### config.mk
export PLATFORM = sky130hd
export DESIGN_NAME = uart_tx_frame
export DESIGN_NICKNAME = d
export VERILOG_FILES = /design/src/rtl/uart_tx_frame.sv
export SDC_FILE = /design/constraint.sdc
export NUM_CORES = 1
export LEC_CHECK = 0
export CAP_MARGIN = 20
export CORE_ASPECT_RATIO = 1.75
export CORE_MARGIN = 4
export CORE_UTILIZATION = 30
export DETAILED_ROUTE_END_ITERATION = 12
export SYNTH_ARGS = -nofsm -noshare
export SYNTH_HDL_FRONTEND = slang
export SYNTH_SLANG_ARGS = --single-unit
### constraint.sdc
create_clock -name clk -period 2.2 [get_ports clk]
set_input_delay 0.33 -clock clk [delete_from_list [all_inputs] [get_ports clk]]
set_output_delay 0.33 -clock clk [all_outputs]
set_load 0.01 [all_outputs]
### src/rtl/uart_tx_frame.sv
// Parametrised RS232 frame transmitter: 1..NBYTES bytes per frame, configurable data,
// parity, stop and inter-byte gap bits, clocked from the system clock.
module uart_tx_frame #(
    parameter int CLKS_PER_BIT = 434,
    parameter int NBYTES       = 4,
    parameter int DATA_BITS    = 8,
    parameter int PARITY       = 0,
    parameter int STOP_BITS    = 1,
    parameter int GAP_BITS     = 0
) (
    input  logic                          clk,
    input  logic                          reset,
    input  logic [NBYTES*DATA_BITS-1:0]   T_data_in,
    input  logic [$clog2(NBYTES+1)-1:0]   tx_len,
    input  logic                          tx_valid,
    output logic                          tx_ready,
    output logic                          TX,
    output logic                          busy,
    output logic                          done
);

    localparam int FRAME_W   = NBYTES * DATA_BITS;
    localparam int LEN_W     = $clog2(NBYTES + 1);
    localparam int BAUD_W    = $clog2(CLKS_PER_BIT);
    localparam int BIT_MAX_A = (DATA_BITS > STOP_BITS) ? DATA_BITS : STOP_BITS;
    localparam int BIT_MAX   = (BIT_MAX_A > GAP_BITS) ? BIT_MAX_A : GAP_BITS;
    localparam int BIT_W     = $clog2(BIT_MAX);

    localparam logic [BAUD_W-1:0] BAUD_LAST = BAUD_W'(CLKS_PER_BIT - 1);
    localparam logic [BIT_W-1:0]  DATA_LAST = BIT_W'(DATA_BITS - 1);
    localparam logic [BIT_W-1:0]  STOP_LAST = BIT_W'(STOP_BITS - 1);
    localparam logic [BIT_W-1:0]  GAP_LAST  = BIT_W'((GAP_BITS > 0) ? GAP_BITS - 1 : 0);
    localparam logic [LEN_W-1:0]  LEN_MAX   = LEN_W'(NBYTES);
    localparam logic              ODD_PAR   = 1'(PARITY == 1);

    typedef enum logic [2:0] {
        S_IDLE,
        S_START,
        S_DATA,
        S_PARITY,
        S_STOP,
        S_GAP
    } state_t;

    state_t               state_q;
    logic [BAUD_W-1:0]    baud_q;
    logic [BIT_W-1:0]     bit_q;
    logic [LEN_W-1:0]     bytes_left_q;
    logic [DATA_BITS-1:0] byte_q;
    logic [FRAME_W-1:0]   frame_q;
    logic                 par_q;
    logic                 tx_q;
    logic                 busy_q;
    logic                 done_q;
    logic                 ready_q;

    logic [LEN_W-1:0]     len_eff_d;
    logic                 baud_tick;
    logic                 tx_d;

    always_comb begin
        len_eff_d = tx_len;
        if (tx_len == '0 || tx_len > LEN_MAX) begin
            len_eff_d = LEN_MAX;
        end
        baud_tick = (baud_q == BAUD_LAST);
        tx_d = 1'b1;
        case (state_q)
            S_START:  tx_d = 1'b0;
            S_DATA:   tx_d = byte_q[0];
            S_PARITY: tx_d = par_q ^ ODD_PAR;
            default:  tx_d = 1'b1;
        endcase
    end

    // TX is registered from the current state, so the line trails the FSM by one clock:
    // the start bit appears one edge after accept and the done cycle is the last stop clock.
    always_ff @(posedge clk or posedge reset) begin
        if (reset) begin
            state_q      <= S_IDLE;
            baud_q       <= '0;
            bit_q        <= '0;
            bytes_left_q <= '0;
            byte_q       <= '0;
            frame_q      <= '0;
            par_q        <= 1'b0;
            tx_q         <= 1'b1;
            busy_q       <= 1'b0;
            done_q       <= 1'b0;
            ready_q      <= 1'b1;
        end else begin
            tx_q   <= tx_d;
            done_q <= 1'b0;
            if (state_q == S_IDLE) begin
                baud_q <= '0;
                if (tx_valid) begin
                    byte_q       <= T_data_in[FRAME_W-1 -: DATA_BITS];
                    frame_q      <= T_data_in << DATA_BITS;
                    bytes_left_q <= len_eff_d - LEN_W'(1);
                    bit_q        <= '0;
                    state_q      <= S_START;
                    busy_q       <= 1'b1;
                    ready_q      <= 1'b0;
                end
            end else if (!baud_tick) begin
                baud_q <= baud_q + BAUD_W'(1);
            end else begin
                baud_q <= '0;
                case (state_q)
                    S_START: begin
                        bit_q   <= '0;
                        par_q   <= 1'b0;
                        state_q <= S_DATA;
                    end
                    S_DATA: begin
                        par_q  <= par_q ^ byte_q[0];
                        byte_q <= byte_q >> 1;
                        if (bit_q == DATA_LAST) begin
                            bit_q   <= '0;
                            state_q <= (PARITY != 0) ? S_PARITY : S_STOP;
                        end else begin
                            bit_q <= bit_q + BIT_W'(1);
                        end
                    end
                    S_PARITY: begin
                        bit_q   <= '0;
                        state_q <= S_STOP;
                    end
                    S_STOP: begin
                        if (bit_q != STOP_LAST) begin
                            bit_q <= bit_q + BIT_W'(1);
                        end else if (bytes_left_q == '0) begin
                            bit_q   <= '0;
                            state_q <= S_IDLE;
                            busy_q  <= 1'b0;
                            done_q  <= 1'b1;
                            ready_q <= 1'b1;
                        end else if (GAP_BITS > 0) begin
                            bit_q   <= '0;
                            state_q <= S_GAP;
                        end else begin
                            bit_q        <= '0;
                            byte_q       <= frame_q[FRAME_W-1 -: DATA_BITS];
                            frame_q      <= frame_q << DATA_BITS;
                            bytes_left_q <= bytes_left_q - LEN_W'(1);
                            state_q      <= S_START;
                        end
                    end
                    S_GAP: begin
                        if (bit_q != GAP_LAST) begin
                            bit_q <= bit_q + BIT_W'(1);
                        end else begin
                            bit_q        <= '0;
                            byte_q       <= frame_q[FRAME_W-1 -: DATA_BITS];
                            frame_q      <= frame_q << DATA_BITS;
                            bytes_left_q <= bytes_left_q - LEN_W'(1);
                            state_q      <= S_START;
                        end
                    end
                    default: begin
                        state_q <= S_IDLE;
                    end
                endcase
            end
        end
    end

    assign tx_ready = ready_q;
    assign TX       = tx_q;
    assign busy     = busy_q;
    assign done     = done_q;

endmodule
==> results.cfg, run 1 <==
[grt]
met1_usage_pct = 12.9
grt_pass1_wl_um = 10200
busiest_layer = met2
antenna_found_initial = 0
grt.met3_usage_pct = 1.73
grt_max_degree = 35
track_usage_pct = 11.9
grt_pass1_vias = 2255
grt_overflow_total = 0
met2_usage_pct = 22.5

[place]
port-buffer-count = 41
place_hpwl_um = 4600
post-place-ws_ns = -0.174
gp_congestion = 0.824
dp_cells = 452

[die]
die_h_um = 135
row_count = 46
die-area_sq_mm = 0.0109
coreArea_sq_mm = 0.00904
num_io_pins = 42
die_x_um = 80.7
start_util_pct = 30.7

[clock_tree]
cts_buffers = 5
clkLatencyLatePin_ns = 0.30
cts_sinks = 55
h-tree-depth = 2
holdBufCountCts = 0
clockRootBuffer = clkbuf_16
clk_path_buf_depth = 2
cts.clk_slew.worst_paths_ns = 0.07
cts_resized = 0
cts_tree = yes
post_cts_buffers = 0

[outcome]
status = finished clean

[cells_and_area]
multi_input_area_sq_mm = 0.00128
fin_util_pct = 39.6
area_growth_pct = 29.1
nNetsFinal = 384
layoutNonFillerInstCount = 460
register_area_sq_mm = 0.00138
layout-drive-gt1-share_pct = 12.9
num_antenna_cells = 0
nFillCells = 931

[critical_path]
r2r-start = state_q[0]$_DFFE_PP0P_
worst_setup_path_end_kind = flop
critPathMaxFanout = 18
required_ns = 2.38
worstReg2RegEnd = bytes_left_q[2]$_DFFE_PP0P_
reg2reg_slack_ns = 0.11
cp.arrival_ns = 2.26
r2r_cells = 7
crit_type = reg2reg
start_kind = flop
critPathLaunch = state_q[0]$_DFFE_PP0P_

[hold_path]
min_path_type = in2async

[synthesis]
syn_area_per_cell_sq_um = 9.53
yosysWarningCount = 0
synth-seq-cells = 55
synthesis.area_sq_mm = 0.00277
synthesis.nets = 336
synth-edff-count = 0
synthArstFlopShare_pct = 100
synth_cell_types = 42
synthCells = 291
yosys_most_used_dff = dfrtp_1
synth_seq_area_share_pct = 49.7

[power_and_ir_drop]
power_mw = 2.02
power.density_mw_per_mm2 = 563
leakage_nw = 1.56
vdd_drop_max_uv = 401

[sta]
fin_skew_ns = 0.00669
setup_viol = 0
fin_crit_sh_pct = 94.9
finalMaxSlewViolations = 0
hold_viol = 0
layout_min_cycle_time_ns = 2.09
fin_ws_ns = 0.112
tightestPinTransition_ns = 0.510
rsz0062_at_grt = false
slew_headroom_pct = 66.0
fin_setup_tns_ns = 0
max_freq_mhz = 479

[flow_run]
drv_cap = 0

[routing]
drc_errors = 0
drtIter0Drc = 100
dr.pass1.iters = 4
vias = 2202
drt-vias-per-instance = 4.79
routed_wl_um = 6130
ant_nets = 0
wl_per_cell_um = 13.3
-- where the power goes --
| part | internal [mW] | switching (mW) |
|---|---|---|
| registers | 1.01 | 0 |
| logic | 0.0650 | 0.0332 |
| clock network | 0.538 | 0.370 |
| total | 1.61 | 0.403 |
-- worst max-delay path, cell delays in order (launching register included) --
cell,delay (ns)
dfrtp_1,0.56
or3_1,0.43
buf_4,0.23
a21oi_1,0.16
ha_1,0.22
xnor2_1,0.09
o31ai_1,0.19
a21oi_1,0.10
-- routing by layer --
metal  wire, um  vias up
met3        134        7
met1       2490     1071
li1           -     1092
met2       3390       32
met4        119        0
met5          0        -
-- cells by family after synthesis --
kind of cell	count (synthesis)	synth area share [%]
AO/OA/AOI/OAI	61	14.6
XOR/XNOR	7	2.21
adder cells (fa/ha/maj)	7	3.16
buffers and inverters	25	4.06
flip-flops	55	49.7
multiplexers	19	7.35
AND/OR/NAND/NOR	117	18.9
-- Yosys cell counts (2+ instances only) --
| cell | number | area share [%] |
|---|---|---|
| mux2_2 | 11 | 4.5 |
| o21ai_0 | 19 | 3.4 |
| and2_1 | 3 | 0.68 |
| a31oi_1 | 16 | 3.6 |
| a22o_1 | 8 | 2.5 |
| nand2b_1 | 4 | 0.90 |
| nor2_1 | 37 | 5.0 |
| xnor2_1 | 4 | 1.3 |
| nor3b_1 | 2 | 0.54 |
| nand4_1 | 3 | 0.68 |
| xor2_1 | 3 | 0.95 |
| dfstp_2 | 2 | 1.9 |
| dfrtp_1 | 53 | 48 |
| nand2_1 | 53 | 7.2 |
| ha_1 | 7 | 3.2 |
| clkbuf_1 | 11 | 1.5 |
| or3_1 | 2 | 0.45 |
| buf_2 | 3 | 0.54 |
| inv_1 | 9 | 1.2 |
| nand3_1 | 3 | 0.54 |
| buf_6 | 2 | 0.81 |
| and3_1 | 2 | 0.45 |
| mux2i_1 | 8 | 2.9 |
| a21oi_1 | 8 | 1.4 |
-- how the worst max path moves through the flow --
stage / endpoint / slack [ns] / cells past startpoint
final: bytes_left_q[2]$_DFFE_PP0P_ / 0.11 / 7
after global placement: bytes_left_q[2]$_DFFE_PP0P_ / -0.14 / 9
after floorplan: bytes_left_q[2]$_DFFE_PP0P_ / 0.09 / 9
after global routing: frame_q[21]$_DFFE_PP0P_ / 0.02 / 6
after CTS: bytes_left_q[2]$_DFFE_PP0P_ / 0.12 / 7
after detailed placement: bytes_left_q[2]$_DFFE_PP0P_ / -0.17 / 9
-- state kept, by name, indices dropped and copies added (netlist names) --
signal and cells:
bit_q 3, frame_q 24, done 1, TX 1
baud_q 9, tx_ready 1, busy 1, state_q 3
byte_q 8, bytes_left_q 3, par_q 1
-- cell type report --
| cell class | instances | share of cell area (%) |
|---|---|---|
| Inverter | 9 | 0.943 |
| Clock buffer | 5 | 3.49 |
| Sequential cell | 55 | 38.5 |
| Clock inverter | 3 | 1.22 |
| Tap cell | 120 | 4.19 |
| Timing Repair Buffer | 57 | 15.9 |
| Multi-Input combinational cell | 211 | 35.8 |
-- cells in the final DEF, fill, tap and decap left out, drive strengths merged, types with 3 or more instances in the layout --
master,n
mux2,11
buf,16
nand4,3
inv,9
ha,7
nand2,54
clkbuf,5
nor2,37
a21oi,8
mux2i,8
o21ai,19
and2,3
nand3,3
nand2b,4
xnor2,4
clkdlybuf4s50,41
a31oi,16
dfrtp,53
xor2,3
a22o,8
-- per-stage QoR --
stage          hold WS, ns  cell area (sq um)
3_5_place_dp         0.481               3410
6_report             0.381               3580
3_3_place_gp         0.475               3410
4_1_cts              0.403               3580
2_1_floorplan        0.453               2770
5_1_grt              0.448               3580
Note: power is estimated with default switching activity, not from simulation.
==> run 2: changes to the inputs <==
--- a/constraint.sdc
+++ b/constraint.sdc
@@ -3,2 +3,2 @@
 set_output_delay 0.33 -clock clk [all_outputs]
-set_load 0.01 [all_outputs]
+set_load 0.1 [all_outputs]
==> run 2 against run 1 <==
Compared with the run above: sequential power about the same; wire length down 3.0%; core utilization down 0.37 points; fmax up 0.11%; sequential share of layout area up 0.40 points; clock skew down 0.0026 ns; non-clock buffer count unchanged; critical path depth up 2; largest cell class unchanged.
==> results.cfg, run 2 (same netlist as run 1, synthesis figures left out) <==
[grt]
met1_usage_pct = 13.9
grt_pass1_vias = 2209
grt_pass1_wl_um = 10200
grt.met3_usage_pct = 2.66
track_usage_pct = 12.0
met2_usage_pct = 20.8
busiest_layer = met2
grt_max_degree = 56
grt_overflow_total = 0
antenna_found_initial = 0

[cells_and_area]
top_register = frame_q
layout-drive-gt1-share_pct = 14.4
largest_register_ffs = 24
nFillCells = 921
nNetsFinal = 384
layout_commonest_cell = nand2_1
layoutNonFillerInstCount = 460
num_antenna_cells = 0
fin_util_pct = 39.3
area_growth_pct = 27.9
final_cell_mix = nand2_1 (53), dfrtp_1 (52), nor2_1 (37), clkdlybuf4s50_1 (37), o21ai_0 (19)
biggestRegsByFlops = frame_q x24, baud_q x9, byte_q x8

[routing]
vias = 2207
wl_per_cell_um = 12.9
ant_nets = 0
routed_wl_um = 5950
drc_errors = 0
drt-vias-per-instance = 4.80
drtIter0Drc = 118
dr.pass1.iters = 4

[critical_path]
cp.arrival_ns = 2.26
critPathMaxFanout = 3
reg2reg_slack_ns = 0.14
path_cells = clkdlybuf4s50_1, or2_2, ha_1, nor3b_1, a21oi_1, ha_1, xnor2_1, o31ai_1, a21oi_1
required_ns = 2.38
crit_slowest_cell = clkdlybuf4s50_1
start_kind = primary input
worst_setup_path_end_kind = flop
slowest_delay_ns = 0.41
crit_type = in2reg
cp_num_buf_inv = 1
critical-path-top-delay-family = adder cells

[sta]
tightestPinTransition_ns = 0.457
fin_ws_ns = 0.115
fin_crit_sh_pct = 94.8
fin_skew_ns = 0.00411
setup_viol = 0
hold_viol = 0
slew_headroom_pct = 69.3
layout_min_cycle_time_ns = 2.09
finalMaxSlewViolations = 0
max_freq_mhz = 480
rsz0062_at_grt = false

[die]
num_io_pins = 42
row_count = 46
start_util_pct = 30.7
die-area_sq_mm = 0.0109
die_h_um = 135
coreArea_sq_mm = 0.00904
die_x_um = 80.7

[clock_tree]
post_cts_buffers = 0
holdBufCountCts = 0
cts.clk_slew.worst_paths_ns = 0.07
cts_sinks = 55
clk_path_buf_depth = 2
clockRootBuffer = clkbuf_16
h-tree-depth = 2
cts_tree = yes
clkLatencyLatePin_ns = 0.29
cts_buffers = 5

[place]
dp_cells = 452
post-place-ws_ns = -0.195
gp_congestion = 0.822
place_hpwl_um = 4390
port-buffer-count = 41

[power_and_ir_drop]
power_mw = 1.89
vdd_drop_max_uv = 408
leakage_nw = 1.55
power.density_mw_per_mm2 = 533

[outcome]
status = finished clean

[flow_run]
drv_cap = 0

[hold_path]
min_path_type = in2async
-- run 2: path summary, 6_finish.rpt --
| kind | start | cells after the start | to |
|---|---|---|---|
| worst min-delay path | reset | 3 | bit_q[0]$_DFFE_PP0P_ |
| worst max-delay path | tx_len[0] | 9 | bytes_left_q[2]$_DFFE_PP0P_ |
| min in group clk | baud_q[0]$_DFF_PP0_ | 1 | baud_q[0]$_DFF_PP0_ |
| worst min register to register | baud_q[0]$_DFF_PP0_ | 1 | baud_q[0]$_DFF_PP0_ |
| max in group asynchronous | reset | 3 | tx_ready$_DFFE_PP1P_ |
| worst max register to register | state_q[1]$_DFFE_PP0P_ | 7 | bytes_left_q[2]$_DFFE_PP0P_ |
-- run 2: metal layers --
metal  vias up  wire [um]  part of all wire, %
li1       1096          -                    -
met1      1062       2420                   41
met2        40       3220                   54
met3         9        177                  3.0
met4         0        139                  2.3
met5         -          0                    0
-- run 2: cell type report --
| cell class | count | area [sq um] | share of cell area, % |
|---|---|---|---|
| Clock buffer | 5 | 125 | 3.53 |
| Multi-Input combinational cell | 211 | 1280 | 36.1 |
| Inverter | 9 | 33.8 | 0.952 |
| Timing Repair Buffer | 57 | 558 | 15.7 |
| Tap cell | 120 | 150 | 4.23 |
| Sequential cell | 55 | 1380 | 38.9 |
| Clock inverter | 3 | 18.8 | 0.529 |
-- run 2: report_power, final --
part / switching [mW] / internal (mW) / total [mW]
sequential: 0 / 1.01 / 1.01
clock: 0.361 / 0.423 / 0.783
combinational: 0.0329 / 0.0653 / 0.0981
-- run 2: repair_timing --
action,in CTS,in global routing
resized for setup,0,1
hold endpoints to repair,0,0
setup endpoints to repair,0,1
-- run 2: worst register-to-register path: stages (launching register included) --
cell and delay, ns:
dfrtp_1 0.49, or3_1 0.44, buf_4 0.23, a21oi_1 0.18, ha_1 0.24, xnor2_1 0.09, o31ai_1 0.19, a21oi_1 0.10
-- run 2: metrics by stage --
| stage | TNS (ns) | cell area (sq um) | hold WS (ns) |
|---|---|---|---|
| after floorplan | 0 | 2770 | 0.453 |
| after global placement | -0.133 | 3400 | 0.470 |
| after detailed placement | -0.195 | 3400 | 0.483 |
| after CTS | 0 | 3550 | 0.410 |
| after global routing | 0 | 3550 | 0.442 |
| final | 0 | 3550 | 0.393 |
==> run 3: changes to the inputs <==
Settings changed: ABC_CLOCK_PERIOD_IN_PS set to 2200, SLEW_MARGIN set to 20.
==> results of run 3 <==
Final layout, timing and power as in run 2 (identical DEF).
